`src/rtl/instr_fetch.sv`:
```
`default_nettype none
// ============================================================================
// Module      : instr_fetch
// Description : Fetch stage sitting directly in front of IMEM.
//               Owns the program counter and presents it on PC_Out.
//               Captures the combinational IMEM word returned for that
//               address. Buffers {pc, instr} pairs in a small FIFO with a
//               valid/ready handshake toward decode. Accepts redirects from
//               execute, which flush the FIFO.
// Revision    : 1.0 - initial release
// ----------------------------------------------------------------------------
// Parameters
//   RESET_PC        PC loaded on reset
//   FQ_DEPTH        fetch-queue entries (power of two, >= 2)
// Ports
//   clk             in   1   clock, all state updates on posedge
//   rst             in   1   asynchronous active-high reset
//   PC_Out          out  32  current fetch address to IMEM (word aligned)
//   instruction     in   32  IMEM read data for PC_Out (same cycle)
//   redirect_valid  in   1   execute requests a PC change
//   redirect_pc     in   32  redirect target
//   out_valid       out  1   head entry of fetch queue is valid
//   out_ready       in   1   decode accepts head entry this cycle
//   out_instr       out  32  head instruction, 0 when out_valid=0
//   out_pc          out  32  head PC, 0 when out_valid=0
//   misalign_err    out  1   sticky flag: a redirect target was misaligned
// ============================================================================
module instr_fetch #(
    parameter logic [31:0] RESET_PC = 32'h0000_0000,
    parameter int unsigned FQ_DEPTH = 2
) (
    input  logic        clk,
    input  logic        rst,
    output logic [31:0] PC_Out,
    input  logic [31:0] instruction,
    input  logic        redirect_valid,
    input  logic [31:0] redirect_pc,
    output logic        out_valid,
    input  logic        out_ready,
    output logic [31:0] out_instr,
    output logic [31:0] out_pc,
    output logic        misalign_err
);

    localparam int unsigned PTR_W = (FQ_DEPTH > 1) ? $clog2(FQ_DEPTH) : 1;
    localparam int unsigned CNT_W = PTR_W + 1;

    localparam logic [CNT_W-1:0] C_DEPTH   = CNT_W'(FQ_DEPTH);
    localparam logic [PTR_W-1:0] C_PTR_ONE = PTR_W'(1);
    localparam logic [CNT_W-1:0] C_CNT_ONE = CNT_W'(1);

    // ------------------------------------------------------------------------
    // State
    // ------------------------------------------------------------------------
    logic [31:0]      pc_q,       pc_d;
    logic [CNT_W-1:0] count_q,    count_d;
    logic [PTR_W-1:0] wr_ptr_q,   wr_ptr_d;
    logic [PTR_W-1:0] rd_ptr_q,   rd_ptr_d;
    logic             misalign_q, misalign_d;

    logic [31:0]      fq_pc_q    [FQ_DEPTH];
    logic [31:0]      fq_pc_d    [FQ_DEPTH];
    logic [31:0]      fq_instr_q [FQ_DEPTH];
    logic [31:0]      fq_instr_d [FQ_DEPTH];

    // ------------------------------------------------------------------------
    // Handshake decode
    // ------------------------------------------------------------------------
    logic w_head_valid;
    logic w_pop;
    logic w_push;
    logic w_misaligned_target;

    // Head validity comes only from registered count, so no combinational
    // path exists from instruction/out_ready to the decode-facing outputs.
    assign w_head_valid = (count_q != '0);
    assign w_pop        = w_head_valid & out_ready;

    // A full queue can still accept a new word when the head leaves in the
    // same cycle; this is what sustains one instruction per cycle.
    assign w_push = ~redirect_valid & ((count_q < C_DEPTH) | w_pop);

    assign w_misaligned_target = redirect_valid & (redirect_pc[1:0] != 2'b00);

    // ------------------------------------------------------------------------
    // Next-state logic
    // ------------------------------------------------------------------------
    always_comb begin
        pc_d       = pc_q;
        count_d    = count_q;
        wr_ptr_d   = wr_ptr_q;
        rd_ptr_d   = rd_ptr_q;
        misalign_d = misalign_q | w_misaligned_target;

        if (redirect_valid) begin
            // Redirect wins over push and pop: drop everything in flight and
            // restart fetch at the word-aligned target.
            pc_d     = {redirect_pc[31:2], 2'b00};
            count_d  = '0;
            wr_ptr_d = '0;
            rd_ptr_d = '0;
        end else begin
            if (w_push) begin
                // 32-bit add wraps naturally at the top of the address space.
                pc_d     = pc_q + 32'd4;
                wr_ptr_d = wr_ptr_q + C_PTR_ONE;
            end
            if (w_pop) begin
                rd_ptr_d = rd_ptr_q + C_PTR_ONE;
            end
            unique case ({w_push, w_pop})
                2'b10:   count_d = count_q + C_CNT_ONE;
                2'b01:   count_d = count_q - C_CNT_ONE;
                default: count_d = count_q;
            endcase
        end
    end

    // Queue storage: only the slot under the write pointer changes on a push.
    always_comb begin
        for (int i = 0; i < int'(FQ_DEPTH); i++) begin
            fq_pc_d[i]    = fq_pc_q[i];
            fq_instr_d[i] = fq_instr_q[i];
        end
        if (w_push) begin
            fq_pc_d[wr_ptr_q]    = pc_q;
            fq_instr_d[wr_ptr_q] = instruction;
        end
    end

    // ------------------------------------------------------------------------
    // Registers
    // ------------------------------------------------------------------------
    always_ff @(posedge clk or posedge rst) begin
        if (rst) begin
            pc_q       <= RESET_PC;
            count_q    <= '0;
            wr_ptr_q   <= '0;
            rd_ptr_q   <= '0;
            misalign_q <= 1'b0;
        end else begin
            pc_q       <= pc_d;
            count_q    <= count_d;
            wr_ptr_q   <= wr_ptr_d;
            rd_ptr_q   <= rd_ptr_d;
            misalign_q <= misalign_d;
        end
    end

    always_ff @(posedge clk or posedge rst) begin
        if (rst) begin
            for (int i = 0; i < int'(FQ_DEPTH); i++) begin
                fq_pc_q[i]    <= '0;
                fq_instr_q[i] <= '0;
            end
        end else begin
            for (int i = 0; i < int'(FQ_DEPTH); i++) begin
                fq_pc_q[i]    <= fq_pc_d[i];
                fq_instr_q[i] <= fq_instr_d[i];
            end
        end
    end

    // ------------------------------------------------------------------------
    // Outputs
    // ------------------------------------------------------------------------
    assign PC_Out       = pc_q;
    assign out_valid    = w_head_valid;
    assign out_instr    = w_head_valid ? fq_instr_q[rd_ptr_q] : 32'h0;
    assign out_pc       = w_head_valid ? fq_pc_q[rd_ptr_q]    : 32'h0;
    assign misalign_err = misalign_q;

endmodule
`default_nettype wire

```
`config.mk`:
```
export PLATFORM = sky130hd
export DESIGN_NAME = instr_fetch
export DESIGN_NICKNAME = d
export VERILOG_FILES = /design/src/rtl/instr_fetch.sv
export SDC_FILE = /design/constraint.sdc
export NUM_CORES = 1
export LEC_CHECK = 0
export BUFFER_PORTS_ARGS = -buffer_cell sky130_fd_sc_hd__buf_2
export CAP_MARGIN = 5
export CORE_AREA = 2 2 134 136
export CTS_CLUSTER_SIZE = 16
export DETAILED_ROUTE_END_ITERATION = 10
export DIE_AREA = 0 0 136 138
export GPL_TIMING_DRIVEN = 0
export PLACE_DENSITY_LB_ADDON = 0.2
export SLEW_MARGIN = 30
export SYNTH_ARGS = -nofsm -noshare
export SYNTH_HDL_FRONTEND = slang
export SYNTH_SLANG_ARGS = --single-unit
```
`constraint.sdc`:
```
create_clock -name clk -period 5.35 [get_ports clk]
set_clock_uncertainty 0.05 [all_clocks]
set_input_delay 0.535 -clock clk [delete_from_list [all_inputs] [get_ports clk]]
set_output_delay 0.535 -clock clk [all_outputs]
set_load 0.02 [all_outputs]
```
==> results.txt <==
Clk Latency, worst-skew pair: 0.42 ns
Type of the tightest min-delay check: input pin to async pin
Pre-CTS WS: 2.66 ns
Setup crit end kind: output port
Avg Vias per Cell: 5.38
Most Frequent Cell on Critical Path: clkbuf_1
DR iter-0 viols: 304
Crit-path leading delay family: buffers and inverters
Global-route wire length before repair: 30800 um
Leading cell type in the layout, fill and taps excluded: buf_2
Row Count: 49
Outcome: complete, no violations
Synthesis-to-finish area growth: 22.5%
Pwr dens: 402 mW/mm^2
Clk buf depth: 2
Worst path slowest cell: clkbuf_1
CTS buffer count: 17
Final setup viols: 0
CP Data Arrival Time: 2.47 ns
Metal2 WL: 9050 um
RSZ-0062 raised after global routing: no
Cell Area, Synth: 0.00765 mm^2
Layout Cells excl Fill: 1089
Global route total overflow: 0
Core region area: 0.0175 mm^2
Detailed Routing Iterations Pass 1: 5
DP Area: 0.00879 mm^2
Min cycle time layout: 3.05 ns
Fill cell count: 1609
Max layer used: met4
Die footprint: 0.0188 mm^2
Wire length on met3: 1160 um
Hold WS: 0.115 ns
Worst reg-to-reg path cell count: 4
Register area share after synthesis: 52.0%
Max_slew headroom: 34.3%
Post-DRT Antenna Nets: 0
Crit-path cells: clkbuf_1 -> clkbuf_1 -> mux2i_1 -> nor2_1 -> buf_2
Worst r2r dst: fq_pc_q[44]
CTS H-Tree Depth: 4
Die Ht: 138 um
Netlist cell types: 44
GRT Total Usage: 21.0%
CTS sink cnt: 159
Leakage: 4.16 nW
CP bufs+invs: 3
Endpoints failing hold: 0
CP Launch Type: register
Synthesized area per cell: 11.5 um^2
N_diodes: 0
DRC violations left: 0
Layout Nets: 916
Synth top area share: 52.0%
Clock Pin Slew Worst Setup and Hold Paths: 0.06 ns
CP required: 4.76 ns
CP peak stage delay: 0.71 ns
Clock Root Buffer: clkbuf_16
CTS tree: done
HPWL Detailed: 13900 um
F_max: 327 MHz
Synth Flop Type: dfrtp_1
Setup Buffers After CTS: 0
Final Power: 3.76 mW
I/O pins: 166
Flop2flop setup slack: 2.99 ns
Die X: 136 um
Syn Inst Count: 664
Max VDD drop: 0.252 mV
Most frequent cells in the layout: 171 x buf_2, 159 x dfrtp_1, 120 x mux2_2
Initial antenna violation count: 0
Ys Warns: 0
Vias: 5858
Design area: 0.00937 mm^2
Hold buffers post-CTS: 0
Resize count post-CTS: 0
Setup WS post-layout: 2.30 ns
Part of the cycle the worst path needs: 57.1%
Max cap viols: 0
Cell accounting for the most synthesized area: dfrtp_1
Synth top area cells: dfrtp_1 52%, mux2_2 18%, mux2i_1 8.2%
Starting Density: 43.6%
Cell count after placement: 1057
Async SR Flop Fraction: 100%
Worst Tran Pin Value: 0.978 ns
M1 WL: 8670 um
Reg-to-Reg Start: count_q[1]
Number of synthesized flops with an enable pin: 0
WS Path Type: register to output port
Final Max Slew Viols: 0
Routability cong.: 0.854
Post-synthesis register bit count: 159
WL/cell: 17.7 um
Pin count of the biggest net entering global routing: 93
Worst-path fanout max: 10
Port buffer count: 160
Routed wire length: 19300 um
Share of layout cells above drive strength 1: 39.3%
Vias in the first global route: 5943
[where the power goes]
group	leakage [nW]	internal [mW]	switching [mW]	total [mW]
combinational	2.01	0.429	0.511	0.940
sequential	1.88	1.47	0.163	1.63
clock	0.280	0.710	0.478	1.19
[flip-flops by register name, indices dropped and copies added (netlist names)]
register and cells:
PC_Out 30, count_q 2, fq_instr_q 64, fq_pc_q 60, misalign_err 1, rd_ptr_q 1
wr_ptr_q 1
[cell usage after synthesis, types with 4 or more instances]
| cell type | count |
|---|---|
| a21oi_1 | 5 |
| nand3_1 | 19 |
| or2_2 | 6 |
| o31ai_1 | 7 |
| o311ai_0 | 9 |
| nand4_1 | 13 |
| buf_4 | 4 |
| or4_1 | 8 |
| o21ai_0 | 17 |
| nor2_1 | 80 |
| xor2_1 | 6 |
| mux2_2 | 120 |
| buf_2 | 11 |
| inv_1 | 9 |
| nor4_1 | 7 |
| nand2_1 | 38 |
| mux2i_1 | 63 |
| a31oi_1 | 6 |
| dfrtp_1 | 159 |
| nor3_1 | 4 |
| clkbuf_1 | 28 |
| and3_1 | 4 |
| xnor2_1 | 5 |
| nor2b_1 | 6 |
[metrics by stage]
step	util [%]	TNS, ns
floorplan	-	0
CTS	53.4	0
global route	53.4	0
detailed placement	50.1	0
finish	53.4	0
global placement	49.9	-174.21
[cell type report]
cell class                 instances  area, um^2  share of cell area [%]
timing repair buffer             161         828                    8.84
tap                              229         287                    3.06
clock buffer                      22         464                    4.96
sequential                       159        3980                    42.5
multi-input combinational        453        3450                    36.9
buffer                            46         201                    2.15
clock inverter                    10         113                    1.20
inverter                           9        41.3                   0.441
[cells by family after synthesis]
kind of cell	synth area share, %
mux	25.9
xor+xnor	1.26
fa+ha+maj	0.164
compound gates	5.12
flops	52.0
other cells	0.0490
buf+inv	3.08
simple gates	12.4
[worst max-delay path by stage]
stage                                to  slack [ns]  cells after the start            from
after global routing         out_pc[15]        2.15                      5        rd_ptr_q
after detailed placement  fq_instr_q[9]        2.66                      6  redirect_valid
after floorplan              PC_Out[10]        0.47                      1             rst
after global placement      fq_pc_q[36]       -1.11                      2             rst
final                        out_pc[15]        2.30                      5        rd_ptr_q
after CTS                    out_pc[14]        2.25                      5        rd_ptr_q
[per-layer routing]
| layer | vias to the layer above | GRT usage [%] |
|---|---|---|
| li1 | 2744 | - |
| met1 | 2871 | 29.0 |
| met2 | 210 | 32.8 |
| met3 | 33 | 4.03 |
| met4 | 0 | 8.00 |
| met5 | - | 0 |
(Power assumes the default switching activity.)
